File: src/rtl/rs_sign_pkg.sv
// Shared constants for the sign/magnitude to two's-complement restore block.
package rs_sign_pkg;
  localparam int RS_WIDTH  = 10;
  localparam int RS_DEPTH  = 4;
  localparam int RS_MAXP   = (1 << (RS_WIDTH - 1)) - 1;
  localparam int RS_MAXN   = 1 << (RS_WIDTH - 1);
  localparam int OVF_CNT_W = 8;
endpackage

File: src/rtl/rs_fwft_fifo.sv
// First-word-fall-through FIFO; head word is visible while rd_valid is high.
module rs_fwft_fifo #(
  parameter int WIDTH = 12,
  parameter int DEPTH = 4
) (
  input  logic                     clk,
  input  logic                     reset_n,
  input  logic                     wr_en,
  input  logic [WIDTH-1:0]         wr_data,
  input  logic                     rd_en,
  output logic                     rd_valid,
  output logic [WIDTH-1:0]         rd_data,
  output logic [$clog2(DEPTH):0]   count
);
  localparam int AW = $clog2(DEPTH);

  logic [WIDTH-1:0] mem [DEPTH];
  logic [AW-1:0]    wr_ptr, rd_ptr;
  logic             full, empty, do_wr, do_rd;

  assign full  = (count == (AW+1)'(DEPTH));
  assign empty = (count == '0);
  // A full FIFO still takes a write when the head leaves in the same cycle.
  assign do_rd = rd_en & ~empty;
  assign do_wr = wr_en & (~full | do_rd);

  assign rd_valid = ~empty;
  // Zero the bus when idle so stale memory never shows after reset.
  assign rd_data  = empty ? '0 : mem[rd_ptr];

  always_ff @(posedge clk or negedge reset_n) begin
    if (!reset_n) begin
      wr_ptr <= '0;
      rd_ptr <= '0;
      count  <= '0;
    end else begin
      if (do_wr) wr_ptr <= wr_ptr + AW'(1);
      if (do_rd) rd_ptr <= rd_ptr + AW'(1);
      case ({do_wr, do_rd})
        2'b10:   count <= count + (AW+1)'(1);
        2'b01:   count <= count - (AW+1)'(1);
        default: count <= count;
      endcase
    end
  end

  always_ff @(posedge clk) begin
    if (do_wr) mem[wr_ptr] <= wr_data;
  end
endmodule

File: src/rtl/signed_value_restore.sv
// Converts sign/magnitude samples to saturated two's complement, one register
// stage then an FWFT output FIFO, with overflow statistics.
module signed_value_restore
  import rs_sign_pkg::*;
#(
  parameter int WIDTH = RS_WIDTH,
  parameter int DEPTH = RS_DEPTH
) (
  input  logic                 clk,
  input  logic                 reset_n,
  input  logic                 in_valid,
  output logic                 in_ready,
  input  logic [WIDTH-1:0]     in_mag,
  input  logic                 in_sign,
  input  logic                 in_last,
  output logic                 out_valid,
  input  logic                 out_ready,
  output logic [WIDTH-1:0]     out_data,
  output logic                 out_overflow,
  output logic                 out_last,
  input  logic                 ovf_clear,
  output logic [OVF_CNT_W-1:0] ovf_count,
  output logic                 ovf_sticky
);
  localparam int CW = $clog2(DEPTH) + 1;
  localparam logic [WIDTH-1:0] MAXP = {1'b0, {(WIDTH-1){1'b1}}};
  localparam logic [WIDTH-1:0] MAXN = {1'b1, {(WIDTH-1){1'b0}}};

  logic [WIDTH-1:0] conv_data;
  logic             conv_ovf;
  logic             accept, rdy_en, stage_valid;
  logic [WIDTH+1:0] stage_word;
  logic [CW-1:0]    fifo_count, occ;

  always_comb begin
    conv_data = in_mag;
    conv_ovf  = 1'b0;
    if (!in_sign) begin
      if (in_mag > MAXP) begin
        conv_data = MAXP;
        conv_ovf  = 1'b1;
      end
    end else if (in_mag > MAXN) begin
      conv_data = MAXN;
      conv_ovf  = 1'b1;
    end else begin
      conv_data = ~in_mag + 1'b1;
    end
  end

  // The stage always drains next cycle, so counting it here guarantees room.
  assign occ      = fifo_count + CW'(stage_valid);
  assign in_ready = rdy_en & (occ < CW'(DEPTH));
  assign accept   = in_valid & in_ready;

  always_ff @(posedge clk or negedge reset_n) begin
    if (!reset_n) begin
      rdy_en      <= 1'b0;
      stage_valid <= 1'b0;
      stage_word  <= '0;
      ovf_count   <= '0;
      ovf_sticky  <= 1'b0;
    end else begin
      rdy_en      <= 1'b1;
      stage_valid <= accept;
      if (accept) stage_word <= {conv_ovf, in_last, conv_data};
      if (ovf_clear) begin
        ovf_count  <= '0;
        ovf_sticky <= 1'b0;
      end else if (accept && conv_ovf) begin
        ovf_sticky <= 1'b1;
        if (ovf_count != '1) ovf_count <= ovf_count + 1'b1;
      end
    end
  end

  rs_fwft_fifo #(
    .WIDTH (WIDTH + 2),
    .DEPTH (DEPTH)
  ) u_fifo (
    .clk      (clk),
    .reset_n  (reset_n),
    .wr_en    (stage_valid),
    .wr_data  (stage_word),
    .rd_en    (out_ready),
    .rd_valid (out_valid),
    .rd_data  ({out_overflow, out_last, out_data}),
    .count    (fifo_count)
  );
endmodule

File: config.mk
export PLATFORM = sky130hd
export DESIGN_NAME = signed_value_restore
export DESIGN_NICKNAME = d
export VERILOG_FILES = /design/src/rtl/rs_sign_pkg.sv /design/src/rtl/rs_fwft_fifo.sv /design/src/rtl/signed_value_restore.sv
export SDC_FILE = /design/constraint.sdc
export NUM_CORES = 1
export LEC_CHECK = 0
export ABC_AREA = 1
export ABC_CLOCK_PERIOD_IN_PS = 1690
export CORE_ASPECT_RATIO = 1.1
export CORE_UTILIZATION = 30
export CTS_CLUSTER_SIZE = 25
export DETAILED_ROUTE_END_ITERATION = 10
export GPL_ROUTABILITY_DRIVEN = 0
export PLACE_DENSITY_LB_ADDON = 0.15
export RECOVER_POWER = 50
export SLEW_MARGIN = 25
export SYNTH_ARGS = -nofsm -noshare
export SYNTH_HDL_FRONTEND = slang
export SYNTH_SLANG_ARGS = --single-unit
File: constraint.sdc
create_clock -name clk -period 1.69 [get_ports clk]
set_input_delay 0.338 -clock clk [delete_from_list [all_inputs] [get_ports clk]]
set_output_delay 0.338 -clock clk [all_outputs]
set_load 0.02 [all_outputs]
== Word-level counts from Yosys, hierarchy flattened ==
Memories as Yosys holds them, arrays and structs flattened.
Cells that the tools add are included.
Widths: inputs -> output; s select.

* Register bits: 30
* RAM bits: 48
* Logic and storage cells: 52
* Memories kept: 1

{| class="wikitable"
|+ Memories
! name !! words !! width !! rd ports !! clocked after memory_dff !! wr ports !! line !! RTL
|-
| u_fifo.mem || 4 || 12 || 1 || 0 || 1 || rs_fwft_fifo.sv:17 || <nowiki>logic [WIDTH-1:0] mem [DEPTH];</nowiki>
|}

* $add $sub $neg: 7
* $lt $le $gt $ge: 3
* Equal/unequal tests: 4
* Multiplexer cells: 15
* Bitwise operators: 8
* Reductions and logical operators: 6

{| class="wikitable"
|+ Operators by type and width
! cell !! number
|-
| $mux 10 || 3
|-
| $mux 8 || 3
|-
| $mux 12 || 1
|-
| $add 10x1->10 const B || 1
|-
| $gt 10x10->1 const B || 1
|-
| $gt 10x9->1 const B || 1
|-
| $not 10->10 || 1
|-
| $add 8x1->8 const B || 1
|-
| $ne 8x8->1 const B || 1
|-
| $mux 1 || 7
|-
| $pmux 3 s2 || 1
|-
| $reduce_bool 2->1 || 3
|-
| $add 2x1->2 const B || 2
|-
| $and 1x1->1 || 4
|-
| $add 3x1->3 || 1
|-
| $add 3x1->3 const B || 1
|-
| $eq 3x3->1 const B || 1
|-
| $logic_not 3->1 || 1
|-
| $lt 3x3->1 const B || 1
|-
| $sub 3x1->3 const B || 1
|-
| $eq 2x1->1 const B || 1
|-
| $eq 2x2->1 const B || 1
|-
| $not 1->1 || 2
|-
| $reduce_and 2->1 || 1
|-
| other kinds (2) || 2
|}

== Depth between registers and ports, before layout ==
* Word-level depth: 7
* Mapped depth: 12
* Depth with buffers taken out: 12

== Modules after synthesis ==
Synthesis repeated with hierarchy kept, for this count alone.

* Cells, all modules: 438
* Area total of the unflattened synthesis: 4010.1 um^2

{| class="wikitable"
|+ Modules (own cells, without submodules)
! module !! times used !! cells each !! area an instance (um^2) !! seq. area each (um^2)
|-
| rs_fwft_fifo || 1 || 249 || 2605.0 || 1616.6
|-
| signed_value_restore || 1 || 189 || 1405.1 || 575.6
|}

== Least setup slack after synthesis ==
OpenSTA, ideal clock, no wires.

* Path type: register to register
* Start: register u_fifo.count[0]
* End: register u_fifo.count[2]
* Library setup time: 0.131 ns
* Arrival: 1.864 ns
* Required time: 1.559 ns
* Setup slack: -0.305 ns
* Cell stages (with the launch flop): 11
* Path buffers: 0
* Path through: dfrtp_1 > nor2_1 > nand2_1 > inv_1 > nor2_1 > ha_1 > inv_1 > fa_1 > a21oi_1 > o21ai_0 > xor2_1

* Cells in the longest elaborated chain, start to end: 7

{| class="wikitable"
|+ Ends and longest elaborated chain
! what !! line !! RTL
|-
| from (decl) || rs_fwft_fifo.sv:13 || <nowiki>output logic [$clog2(DEPTH):0] count</nowiki>
|-
| from (signal assigned) || rs_fwft_fifo.sv:40 || <nowiki>2'b10: count <= count + (AW+1)'(1);</nowiki>
|-
| from (signal assigned) || rs_fwft_fifo.sv:41 || <nowiki>2'b01: count <= count - (AW+1)'(1);</nowiki>
|-
| from (signal assigned) || rs_fwft_fifo.sv:42 || <nowiki>default: count <= count;</nowiki>
|-
| $logic_not 3->1 (*) || rs_fwft_fifo.sv:22 || <nowiki>assign empty = (count == '0);</nowiki>
|-
| $not 1->1 (*) || n/a ||
|-
| named net out_valid || signed_value_restore.sv:16 || <nowiki>output logic out_valid,</nowiki>
|-
| $and 1x1->1 (*) || rs_fwft_fifo.sv:24 || <nowiki>assign do_rd = rd_en & ~empty;</nowiki>
|-
| named net u_fifo.do_rd || rs_fwft_fifo.sv:19 || <nowiki>logic full, empty, do_wr, do_rd;</nowiki>
|-
| $or 1x1->1 || rs_fwft_fifo.sv:25 || <nowiki>assign do_wr = wr_en & (~full | do_rd);</nowiki>
|-
| $and 1x1->1 || rs_fwft_fifo.sv:25 ||
|-
| $eq 2x1->1 / $eq 2x2->1 (equally long branches) || rs_fwft_fifo.sv:39 || <nowiki>case ({do_wr, do_rd})</nowiki>
|-
| $pmux 3 s2 / $reduce_bool 2->1 (equally long branches) || n/a ||
|}

Mark *: on every way through the listed nets, which the timed path passes. The rest lies on a longest branch.
A chain may end at the register's enable or synchronous reset.

== Worst setup path in the final report ==
* Start: register u_fifo.rd_ptr[0]
* End: output out_data[9]

* Cells in the longest elaborated chain, start to end: 2

{| class="wikitable"
|+ Ends and longest elaborated chain
! what !! line !! RTL
|-
| from (decl) || rs_fwft_fifo.sv:18 || <nowiki>logic [AW-1:0] wr_ptr, rd_ptr;</nowiki>
|-
| from (signal assigned) || rs_fwft_fifo.sv:38 || <nowiki>if (do_rd) rd_ptr <= rd_ptr + AW'(1);</nowiki>
|-
| $mem_v2 4x12 || n/a ||
|-
| $mux 12 || rs_fwft_fifo.sv:29 || <nowiki>assign rd_data = empty ? '0 : mem[rd_ptr];</nowiki>
|-
| to (decl) || signed_value_restore.sv:18 || <nowiki>output logic [WIDTH-1:0] out_data,</nowiki>
|}

No other way between the ends.

==> impl.org <==
** Power
- Static leakage :: 2.22 nW
- Pwr dens :: 1610 nW/um2
- IR analysis of the VDD net gives a maximum drop of 0.623 mV.

** Worst hold path
- Hold depth :: 0
- The startpoint identified for the worst hold timing path is stage_word[1].
- For hold timing, the worst endpoint is u_fifo.mem[1][1].
- Kind of path behind the tightest hold check :: flop to flop

** Detailed routing
- The final route contains 2855 vias.
- Routed length per placed instance :: 13.0 um
- Total Routed Length :: 8340 um
- Detailed-route vias per instance :: 4.45
- The first routing iteration left 129 violations.
- The first detailed-routing pass ran for 4 iterations.
- DRC violation count after routing :: 0
- Post-detailed-route count of antenna-violating nets :: 0

** Place
- The HPWL after detailed placement is 5790 um.
- Count of port buffers added during placement :: 39
- Pre-CTS setup slack :: -0.410 ns

** Cells and area
- Ant diodes :: 0
- Layout overhead on the synthesized area :: 41.0%
- Most frequent cells in the layout :: 77 x nor2_1, 55 x buf_4, 48 x edfxtp_1, 44 x nand2_1, 29 x dfrtp_1
- The library cell used most frequently in the layout, excluding fill and tap cells, is nor2_1.
- At the end of the flow, the number of nets in the layout was 507.
- Of the cells placed in the final design, the portion with a size suffix greater than 1 is 0.273.

** Floorplanning
- Number of I/O pins :: 40
- The floorplan step defined a die boundary enclosing 12800 um2.
- Overall die height :: 119 um
- The floorplan has 42 rows.
- The initial utilization of the core area, before any placement, comes to 0.309.
- From left edge to right edge, the die measures 108 um.
- Placeable core region :: 12000 um2

** Global routing
- Global routing usage summed across all routing layers :: 0.143
- Remaining global-route overflow :: 0
- The via count of the first global-routing pass came to 2818.
- Global-route wire length before repair :: 13700 um
- Largest net degree at the start of global routing :: 31
- The initial antenna violation count was 0.

** Clocking
- TritonCTS clock tree :: done
- The clock reaches the later pin of the worst-skew pair after 0.33 ns.
- Count of H-tree levels built during CTS :: 3
- Clock Tree Buf Depth :: 2
- Hold buffers post-CTS :: 0
- The number of clock buffers added by TritonCTS is 9.
- The root buffer cell chosen for the clock tree is clkbuf_16.
- The tree built by TritonCTS fans out to 78 sinks.
- Register clock-pin slew on the reported worst setup and hold paths :: 0.06 ns

** Critical path
- Number of cells traversed by the worst register-to-register path :: 9
- The worst register-to-register path begins at u_fifo.count[0].
- Kind of launch point of the worst setup path :: flop
- Type of destination of the critical path :: output pin
- For the worst setup path, the data required time is 1.35 ns.
- Largest fanout on the critical path :: 8
- For the worst setup path, the data arrival time is 1.50 ns.
- The worst register-to-register path has a setup slack of -0.11 ns.
- The worst register-to-register path ends at u_fifo.count[2].
- The critical path is of the flop to output pin type.

** Timing
- Setup repair after global routing could not meet its margin everywhere.
- The clock arrives with 0.00538 ns of skew.
- Final hold viol count :: 0
- Minimum hold slack :: 0.521 ns
- The max-slew violation count is 0.
- Achievable Freq :: 544 MHz
- In the post-route analysis, the smallest setup slack over all paths is -0.148 ns.
- Minimum period implied by the final worst setup slack :: 1.84 ns
- Final total negative setup slack :: -1.48 ns
- Of the available clock period, the critical path in the final layout requires 1.09.
- # setup viols final :: 13
- For the pin with the worst max-slew slack, the measured transition is 0.793 ns.
- Remaining max-slew budget at the tightest pin :: 0.471

** Status
- The flow ran to the end, but the final reports show violations.
- The final reports fail on setup timing.

** Yosys
- Synthesis inferred 78 register bits.
- Dividing the synthesized area by the synthesized cell count gives 9.75 um2.
- For this run, the number of Yosys warnings is 0.
- The number of nets handed over by synthesis was 406.
- Of the synthesized area, sequential elements account for 0.590.
- Post-Syn Area :: 3710 um2
- Gate Count Post-Synth :: 381
- Synth unique cells :: 28

** Flow run
- The tool flagged a number of max-cap violations equal to 0.
worst max-delay path by stage:
stage	startpoint	endpoint	slack, ns
2_1_floorplan	u_fifo.count[0]	u_fifo.count[2]	-0.07
3_3_place_gp	out_ready	u_fifo.count[2]	-0.39
3_5_place_dp	out_ready	u_fifo.count[2]	-0.41
4_1_cts	u_fifo.rd_ptr[0]	out_data[9]	-0.14
5_1_grt	u_fifo.rd_ptr[0]	out_data[6]	-0.26
6_report	u_fifo.rd_ptr[0]	out_data[9]	-0.15
layer usage:
metal  vias to the layer above  GRT usage  part of all wire
li1                       1477          -                 -
met1                      1333      0.181              0.47
met2                        36      0.236              0.49
met3                         9     0.0331             0.028
met4                         0     0.0514             0.013
met5                         -          0                 0
critical path, cell delays in order, from the launching register on:
cell     delay (ns)
dfrtp_2        0.48
buf_6          0.17
nor2_2         0.04
nor2_1         0.10
o21ai_1        0.08
a21oi_1        0.15
buf_4          0.16
layout make-up:
cell class / count / area, um2
Timing Repair Buffer: 100 / 918
Sequential cell: 78 / 2190
Fill cell: 1168 / 6800
Inverter: 38 / 158
Multi-Input combinational cell: 254 / 1420
Clock buffer: 11 / 243
Timing Repair inverter: 1 / 6.26
Tap cell: 154 / 193
Clock inverter: 5 / 108
synthesized netlist by cell type:
master | instances | area (um2)
nand4_4 | 1 | 21.3
buf_6 | 2 | 22.5
xnor2_1 | 4 | 35.0
fa_1 | 1 | 20.0
dfrtp_1 | 30 | 751
nand2_2 | 2 | 12.5
ha_1 | 7 | 87.6
buf_2 | 3 | 15.0
nand3_1 | 18 | 90.1
nor2_1 | 82 | 308
edfxtp_1 | 48 | 1440
nand2_4 | 5 | 56.3
xor2_1 | 6 | 52.6
a31oi_1 | 4 | 25.0
nor3b_1 | 1 | 7.51
nor3_1 | 2 | 10.0
clkbuf_1 | 6 | 22.5
inv_1 | 35 | 131
inv_2 | 3 | 11.3
nor2_8 | 1 | 20.0
conb_1 | 1 | 3.75
o211ai_1 | 1 | 7.51
nand4_1 | 7 | 43.8
nand2_1 | 46 | 173
a21oi_1 | 26 | 130
nor2_2 | 4 | 25.0
o21ai_0 | 32 | 160
nand3_2 | 3 | 30.0
sequential cells by signal, summed over array words and instances (netlist names):
name / flops
ovf_sticky: 1
u_fifo.rd_ptr: 2
stage_word: 12
ovf_count: 8
rdy_en: 1
u_fifo.wr_ptr: 2
u_fifo.count: 3
stage_valid: 1
u_fifo.mem: 48
power by group:
group          internal [mW]  total, mW  switching, mW
clock network           1.49       2.21          0.723
registers               2.55       2.90          0.350
logic                   1.58       3.35           1.77
total                   5.61       8.46           2.84
cells by family after synthesis:
logic type / count (synthesis) / share of synthesized area
AO/OA/AOI/OAI: 63 / 0.0869
XOR/XNOR: 10 / 0.0236
adder cells (fa/ha/maj): 8 / 0.0290
buffers and inverters: 49 / 0.0546
flip-flops: 78 / 0.590
other: 1 / 0.00101
AND/OR/NAND/NOR: 172 / 0.215
what timing repair did:
item                       4_1_cts  5_1_grt
buffers inserted                 1        6
setup endpoints to repair       23       24
pin swaps                       12       16
gates resized for setup        115       26
cloned                           1        1
stage by stage:
stage	cell area, um2	utilization	std cells	power [mW]
global placement	4740	0.394	618	5.92
detailed placement	4740	0.394	618	5.96
finish	5240	0.435	641	8.46
global route	5240	0.435	641	9.03
floorplan	3730	-	381	4.45
CTS	5100	0.424	635	8.28
Power figures use the tool's default switching activity.
